==> config.mk <==
export PLATFORM = sky130hd
export DESIGN_NAME = control_sequencer
export DESIGN_NICKNAME = d
export VERILOG_FILES = /design/src/rtl/control_sequencer.sv
export SDC_FILE = /design/constraint.sdc
export NUM_CORES = 1
export LEC_CHECK = 0
export BUFFER_PORTS_ARGS = -buffer_cell sky130_fd_sc_hd__buf_2
export CORE_UTILIZATION = 49
export CTS_CLUSTER_SIZE = 8
export DETAILED_ROUTE_END_ITERATION = 10
export GPL_ROUTABILITY_DRIVEN = 0
export PLACE_DENSITY_LB_ADDON = 0.1
export SETUP_SLACK_MARGIN = 0.02
export SLEW_MARGIN = 20
export SYNTH_ARGS = -nofsm -noshare
export SYNTH_HDL_FRONTEND = slang
export SYNTH_SLANG_ARGS = --single-unit
==> constraint.sdc <==
create_clock -name clk -period 6.2 [get_ports clk]
set_input_delay 1.55 -clock clk [delete_from_list [all_inputs] [get_ports clk]]
set_output_delay 1.55 -clock clk [all_outputs]
set_load 0.02 [all_outputs]
==> src/rtl/control_sequencer.sv <==
// Multi-cycle LEGv8-subset control unit: accepts one instruction per handshake and
// steps DECODE/EXEC or DECODE/ADDR/MEM_* while driving the datapath control word.
module control_sequencer #(
  parameter int CW_WIDTH = 27,
  parameter int K_WIDTH  = 64
) (
  input  logic                clk,
  input  logic                reset,
  input  logic [31:0]         instr,
  input  logic                instr_valid,
  output logic                instr_ready,
  input  logic [3:0]          status,
  output logic [CW_WIDTH-1:0] control_word,
  output logic [K_WIDTH-1:0]  k,
  output logic [3:0]          flags,
  output logic                done,
  output logic                illegal
);

  typedef enum logic [2:0] {
    IDLE,
    DECODE,
    EXEC,
    ADDR,
    MEM_RD,
    MEM_WR
  } state_t;

  typedef enum logic [2:0] {
    KIND_ILLEGAL,
    KIND_RTYPE,
    KIND_ITYPE,
    KIND_SHIFT,
    KIND_LDUR,
    KIND_STUR
  } kind_t;

  localparam logic [10:0] OPC_ADD  = 11'b10001011000;
  localparam logic [10:0] OPC_SUB  = 11'b11001011000;
  localparam logic [10:0] OPC_AND  = 11'b10001010000;
  localparam logic [10:0] OPC_ORR  = 11'b10101010000;
  localparam logic [10:0] OPC_EOR  = 11'b11001010000;
  localparam logic [10:0] OPC_LSL  = 11'b11010011011;
  localparam logic [10:0] OPC_LSR  = 11'b11010011010;
  localparam logic [10:0] OPC_LDUR = 11'b11111000010;
  localparam logic [10:0] OPC_STUR = 11'b11111000000;
  localparam logic [9:0]  OPC_ADDI = 10'b1001000100;
  localparam logic [9:0]  OPC_SUBI = 10'b1101000100;

  localparam logic [4:0] FS_AND = 5'b00000;
  localparam logic [4:0] FS_ORR = 5'b00100;
  localparam logic [4:0] FS_EOR = 5'b01100;
  localparam logic [4:0] FS_ADD = 5'b01000;
  localparam logic [4:0] FS_SUB = 5'b01001;
  localparam logic [4:0] FS_LSL = 5'b10000;
  localparam logic [4:0] FS_LSR = 5'b10100;

  state_t      state, next_state;
  kind_t       kind;
  logic [31:0] ir;
  logic [4:0]  dec_fs;
  logic        dec_cin;

  logic [4:0]  rd, rn, rm;
  logic [5:0]  shamt;
  logic [11:0] imm12;
  logic [8:0]  dt;

  logic [4:0]  fs, aa, ab, da;
  logic        cin, rf_w, ram_write, en_alu, en_ram, b_sel, status_load;

  assign rd    = ir[4:0];
  assign rn    = ir[9:5];
  assign rm    = ir[20:16];
  assign shamt = ir[15:10];
  assign imm12 = ir[21:10];
  assign dt    = ir[20:12];

  always_ff @(posedge clk or negedge reset) begin
    if (!reset) begin
      state <= IDLE;
    end else begin
      state <= next_state;
    end
  end

  always_ff @(posedge clk or negedge reset) begin
    if (!reset) begin
      ir <= '0;
    end else if (state == IDLE && instr_valid) begin
      ir <= instr;
    end
  end

  // Flags only follow the ALU on the cycle an arithmetic result is committed.
  always_ff @(posedge clk or negedge reset) begin
    if (!reset) begin
      flags <= '0;
    end else if (state == EXEC) begin
      flags <= status;
    end
  end

  // Immediate forms use a 10-bit opcode, so they are matched before the 11-bit table.
  always_comb begin
    kind    = KIND_ILLEGAL;
    dec_fs  = FS_AND;
    dec_cin = 1'b0;
    if (ir[31:22] == OPC_ADDI) begin
      kind   = KIND_ITYPE;
      dec_fs = FS_ADD;
    end else if (ir[31:22] == OPC_SUBI) begin
      kind    = KIND_ITYPE;
      dec_fs  = FS_SUB;
      dec_cin = 1'b1;
    end else begin
      case (ir[31:21])
        OPC_ADD: begin
          kind   = KIND_RTYPE;
          dec_fs = FS_ADD;
        end
        OPC_SUB: begin
          kind    = KIND_RTYPE;
          dec_fs  = FS_SUB;
          dec_cin = 1'b1;
        end
        OPC_AND: begin
          kind   = KIND_RTYPE;
          dec_fs = FS_AND;
        end
        OPC_ORR: begin
          kind   = KIND_RTYPE;
          dec_fs = FS_ORR;
        end
        OPC_EOR: begin
          kind   = KIND_RTYPE;
          dec_fs = FS_EOR;
        end
        OPC_LSL: begin
          kind   = KIND_SHIFT;
          dec_fs = FS_LSL;
        end
        OPC_LSR: begin
          kind   = KIND_SHIFT;
          dec_fs = FS_LSR;
        end
        OPC_LDUR: begin
          kind   = KIND_LDUR;
          dec_fs = FS_ADD;
        end
        OPC_STUR: begin
          kind   = KIND_STUR;
          dec_fs = FS_ADD;
        end
        default: kind = KIND_ILLEGAL;
      endcase
    end
  end

  // All outputs are decoded from the current state so reset clears them instantly.
  always_comb begin
    next_state  = state;
    instr_ready = 1'b0;
    done        = 1'b0;
    illegal     = 1'b0;
    k           = '0;
    fs          = '0;
    cin         = 1'b0;
    aa          = '0;
    ab          = '0;
    da          = '0;
    rf_w        = 1'b0;
    ram_write   = 1'b0;
    en_alu      = 1'b0;
    en_ram      = 1'b0;
    b_sel       = 1'b0;
    status_load = 1'b0;

    case (state)
      IDLE: begin
        instr_ready = 1'b1;
        if (instr_valid) begin
          next_state = DECODE;
        end
      end

      DECODE: begin
        case (kind)
          KIND_RTYPE, KIND_ITYPE, KIND_SHIFT: next_state = EXEC;
          KIND_LDUR, KIND_STUR:               next_state = ADDR;
          default: begin
            illegal    = 1'b1;
            next_state = IDLE;
          end
        endcase
      end

      EXEC: begin
        fs          = dec_fs;
        cin         = dec_cin;
        aa          = rn;
        da          = rd;
        rf_w        = 1'b1;
        en_alu      = 1'b1;
        status_load = 1'b1;
        done        = 1'b1;
        case (kind)
          KIND_ITYPE: begin
            b_sel = 1'b1;
            k     = {{(K_WIDTH-12){1'b0}}, imm12};
          end
          KIND_SHIFT: begin
            b_sel = 1'b1;
            k     = {{(K_WIDTH-6){1'b0}}, shamt};
          end
          default: ab = rm;
        endcase
        next_state = IDLE;
      end

      ADDR, MEM_RD, MEM_WR: begin
        fs    = FS_ADD;
        aa    = rn;
        b_sel = 1'b1;
        k     = {{(K_WIDTH-9){dt[8]}}, dt};
        if (state == ADDR) begin
          next_state = (kind == KIND_LDUR) ? MEM_RD : MEM_WR;
        end else if (state == MEM_RD) begin
          en_ram     = 1'b1;
          da         = rd;
          rf_w       = 1'b1;
          done       = 1'b1;
          next_state = IDLE;
        end else begin
          ab         = rd;
          ram_write  = 1'b1;
          done       = 1'b1;
          next_state = IDLE;
        end
      end

      default: next_state = IDLE;
    endcase
  end

  assign control_word = {fs, cin, aa, ab, da, rf_w, ram_write, en_alu, en_ram, b_sel, status_load};

endmodule

==> results.md <==
- R2R cell count: 4
- Footprint of the multi-input gates: 1030 um^2
- Hold Path Stages: 2
- Family with the most delay on the worst path: simple AND/OR/NAND/NOR gates
- First-pass DRT Iterations: 4
- Critical path class: reg -> out
- First-pass GRT wire length: 7840 um
- I/O pin count: 137
- CTS buffer count: 5
- Max-Cap Viols: 0
- RSZ-0062 raised after global routing: false
- Final Non-Filler Cells: 383
- Worst setup path startpoint: state[2]
- Hold Path Sink: flags[1]
- Slowest CP cell: or3b_1
- Min-delay src: flags[1]
- Worst min-delay path class: reg -> reg
- Final Hold Slack: 0.469 ns
- Power density cells: approximately 240 nW/um^2
- Post-route ant nets: 0
- Die height: 73.6 um
- Inst Count DP: about 380
- Mapped Cells: 238
- Drt initial violations: 78
- Fin crit period: about 3.8 ns
- Largest net degree at the start of global routing: between 50 and 60
- Vias in the first global route: 1625
- Met2 wire len: 2530 um
- Yosys Warn Count: 0
- Dpl ws: 2.73 ns
- Cts hold-fix bufs: 0
- Top cell type's share of synthesized area: about two fifths
- Vias per cell: around 5
- Syn_nets: 277
- Worst slew margin: roughly two fifths
- CP max FO: 10
- Std cell rows: 25
- Seq. cell area: between 900 and 1000 um^2
- Mapped cell area: about 2500 um^2
- Skew final: 0.00622 ns
- DRC errors left: 0
- # resized after CTS: 0
- Antenna violations before repair: 0
- Antenna cells: 0
- Setup violators final: 0
- Worst vdd ir: between 0.15 and 0.2 mV
- CP endpoint kind: output port
- Initial Util: a little over half
- Fin util: 60.8%
- Pins over their slew limit: 0
- # H-tree levels: 2
- Uppermost layer routed: met4
- Die area: roughly 5400 um^2
- Outcome: finished clean
- Clock slew at reported path FFs: ~0.08 ns
- Syn avg cell area: 10.6 um^2
- Sum of routed wire length over all layers: 5240 um
- Main area contributors after synthesis: dfrtp_1 (39%), buf_4 (18%), mux2_2 (14%)
- CTS Sinks: 39
- Clk_lat worst skew: 0.30 ns
- WL/cell: 13.7 um
- Seq/Total Area, Yosys: 38.8%
- Overall Global Routing Usage: 19.5%
- Worst path bufs/invs: 1
- Setup ws final: about 2.4 ns
- CP cell instances: or3b_1 > nor3_4 > and2_1 > a22o_1 > buf_2
- Wl on met1: approximately 2300 um
- Reg-to-reg endpoint: state[1]
- Pleak: around 1.7 nW
- Grt ovf: 0
- Yosys cell types: 43
- Fin nets: around 350
- Setup_tns: 0 ns
- Least-Margin Pin Slew: 0.876 ns
- Worst Path Required: 4.65 ns
- Synth Flop Type: dfrtp_1
- CTS tree: built
- Worst reg2reg setup slack: 4.41 ns
- Number of enable flip-flop cells after synthesis: 0
- Final period util: between 60 and 70%
- Met3 WL: approximately 360 um
- Post-CTS Setup Repair Bufs: 0
- Root Driver: clkbuf_8
- Reg2Reg Launch Point: ir[25]
- CTS max path bufs: 2
- Routed vias: 1909
- CP arrival: 2.21 ns
- Max incr delay on CP: roughly 0.55 ns
- Post-synth top area cell: dfrtp_1
- Synth-to-Final Area Change: 16.6%
- Layout cells sized above 1: 59.2%
- Die width: about 74 um
- Count of input and output buffers: 135
- CORE AREA: a little under 5000 um^2
- Fin. Hold Viols: 0
- Flops & latches, synth: 39
- Number of fillers in the final layout: 459
- CP startpoint kind: flop
- Post-synthesis async set-or-reset flop share: 100%
- DP HPWL: 3930 um
- Fmax: 0.266 GHz
-- cell usage in the layout (no fill, tap or decap), types with 2 or more instances in the layout --
master     count
buf_2        135
dfrtp_1       39
mux2_2        31
nand2_1       16
a22o_1        13
and2_1         9
nor2_1         8
and3_1         5
clkbuf_8       5
inv_1          4
nand2b_1       3
nand3_1        3
or2_2          3
nor3_1         3
a21oi_1        3
nor4_1         2
xor2_1         2
nor4b_2        2
o21bai_1       2
a21o_1         2
bufinv_16      2
buf_4          2
-- final cells by class --
type | count | area share, %
multi-input cells | 128 | 35.2
well taps | 67 | 2.86
clock buffers | 6 | 2.48
flip-flops and latches | 39 | 33.3
inverters | 4 | 0.512
clock inverters | 2 | 2.05
repair buffers | 137 | 23.6
-- stage by stage --
step | cell area [um^2] | total power, mW
detailed placement | 2800 | 0.455
global route | 2930 | 0.733
finish | 2930 | 0.701
CTS | 2930 | 0.708
floorplan | 2510 | 0.411
global placement | 2800 | 0.452
-- synth_stat cells, types with 2 or more instances --
library cell  instances
a21o_1                2
nor4_1                2
nand2b_1              3
buf_2                 4
mux2_2               31
a22o_1               13
clkbuf_1              2
and3_1                5
or2_2                 3
nor4b_2               2
nor2_1                8
and2_1                9
dfrtp_1              39
o21bai_1              2
a21oi_1               3
nand2_1              16
buf_4                60
nor3_1                3
xor2_1                2
nand3_1               3
inv_1                 4
-- layer usage --
metal | global-route usage [%] | up-vias
li1 | - | 925
met1 | 26.5 | 891
met2 | 30.0 | 87
met3 | 4.94 | 6
met4 | 7.48 | 0
met5 | 0 | -
-- worst max-delay path by stage --
stage	to	slack, ns	cells past startpoint
floorplan	k[11]	2.47	4
global placement	k[2]	2.76	5
detailed placement	k[2]	2.73	5
CTS	k[2]	2.40	5
global route	k[48]	2.26	5
finish	k[2]	2.44	5
-- registers in the layout (all words and copies together), names as in the netlist --
name / cells
ir: 32
state: 3
flags: 4
-- power by group --
| group | internal (mW) | total (mW) | switching [mW] |
|---|---|---|---|
| logic | 0.0588 | 0.115 | 0.0557 |
| clock network | 0.161 | 0.251 | 0.0905 |
| registers | 0.295 | 0.335 | 0.0400 |
-- tightest hold or removal path, cell delays in order, from the launching register on --
cell and delay (ns):
dfrtp_1 0.34, nand2_1 0.05, nand2_1 0.05
-- kinds of logic after synthesis --
kind of cell	synth area share, %
other	0.149
flip-flops	38.8
AO/OA/AOI/OAI	8.62
buffers and inverters	20.1
AND/OR/NAND/NOR	17.7
XOR/XNOR	0.697
multiplexers	13.9
No activity file was read; power rests on OpenSTA's default activity.
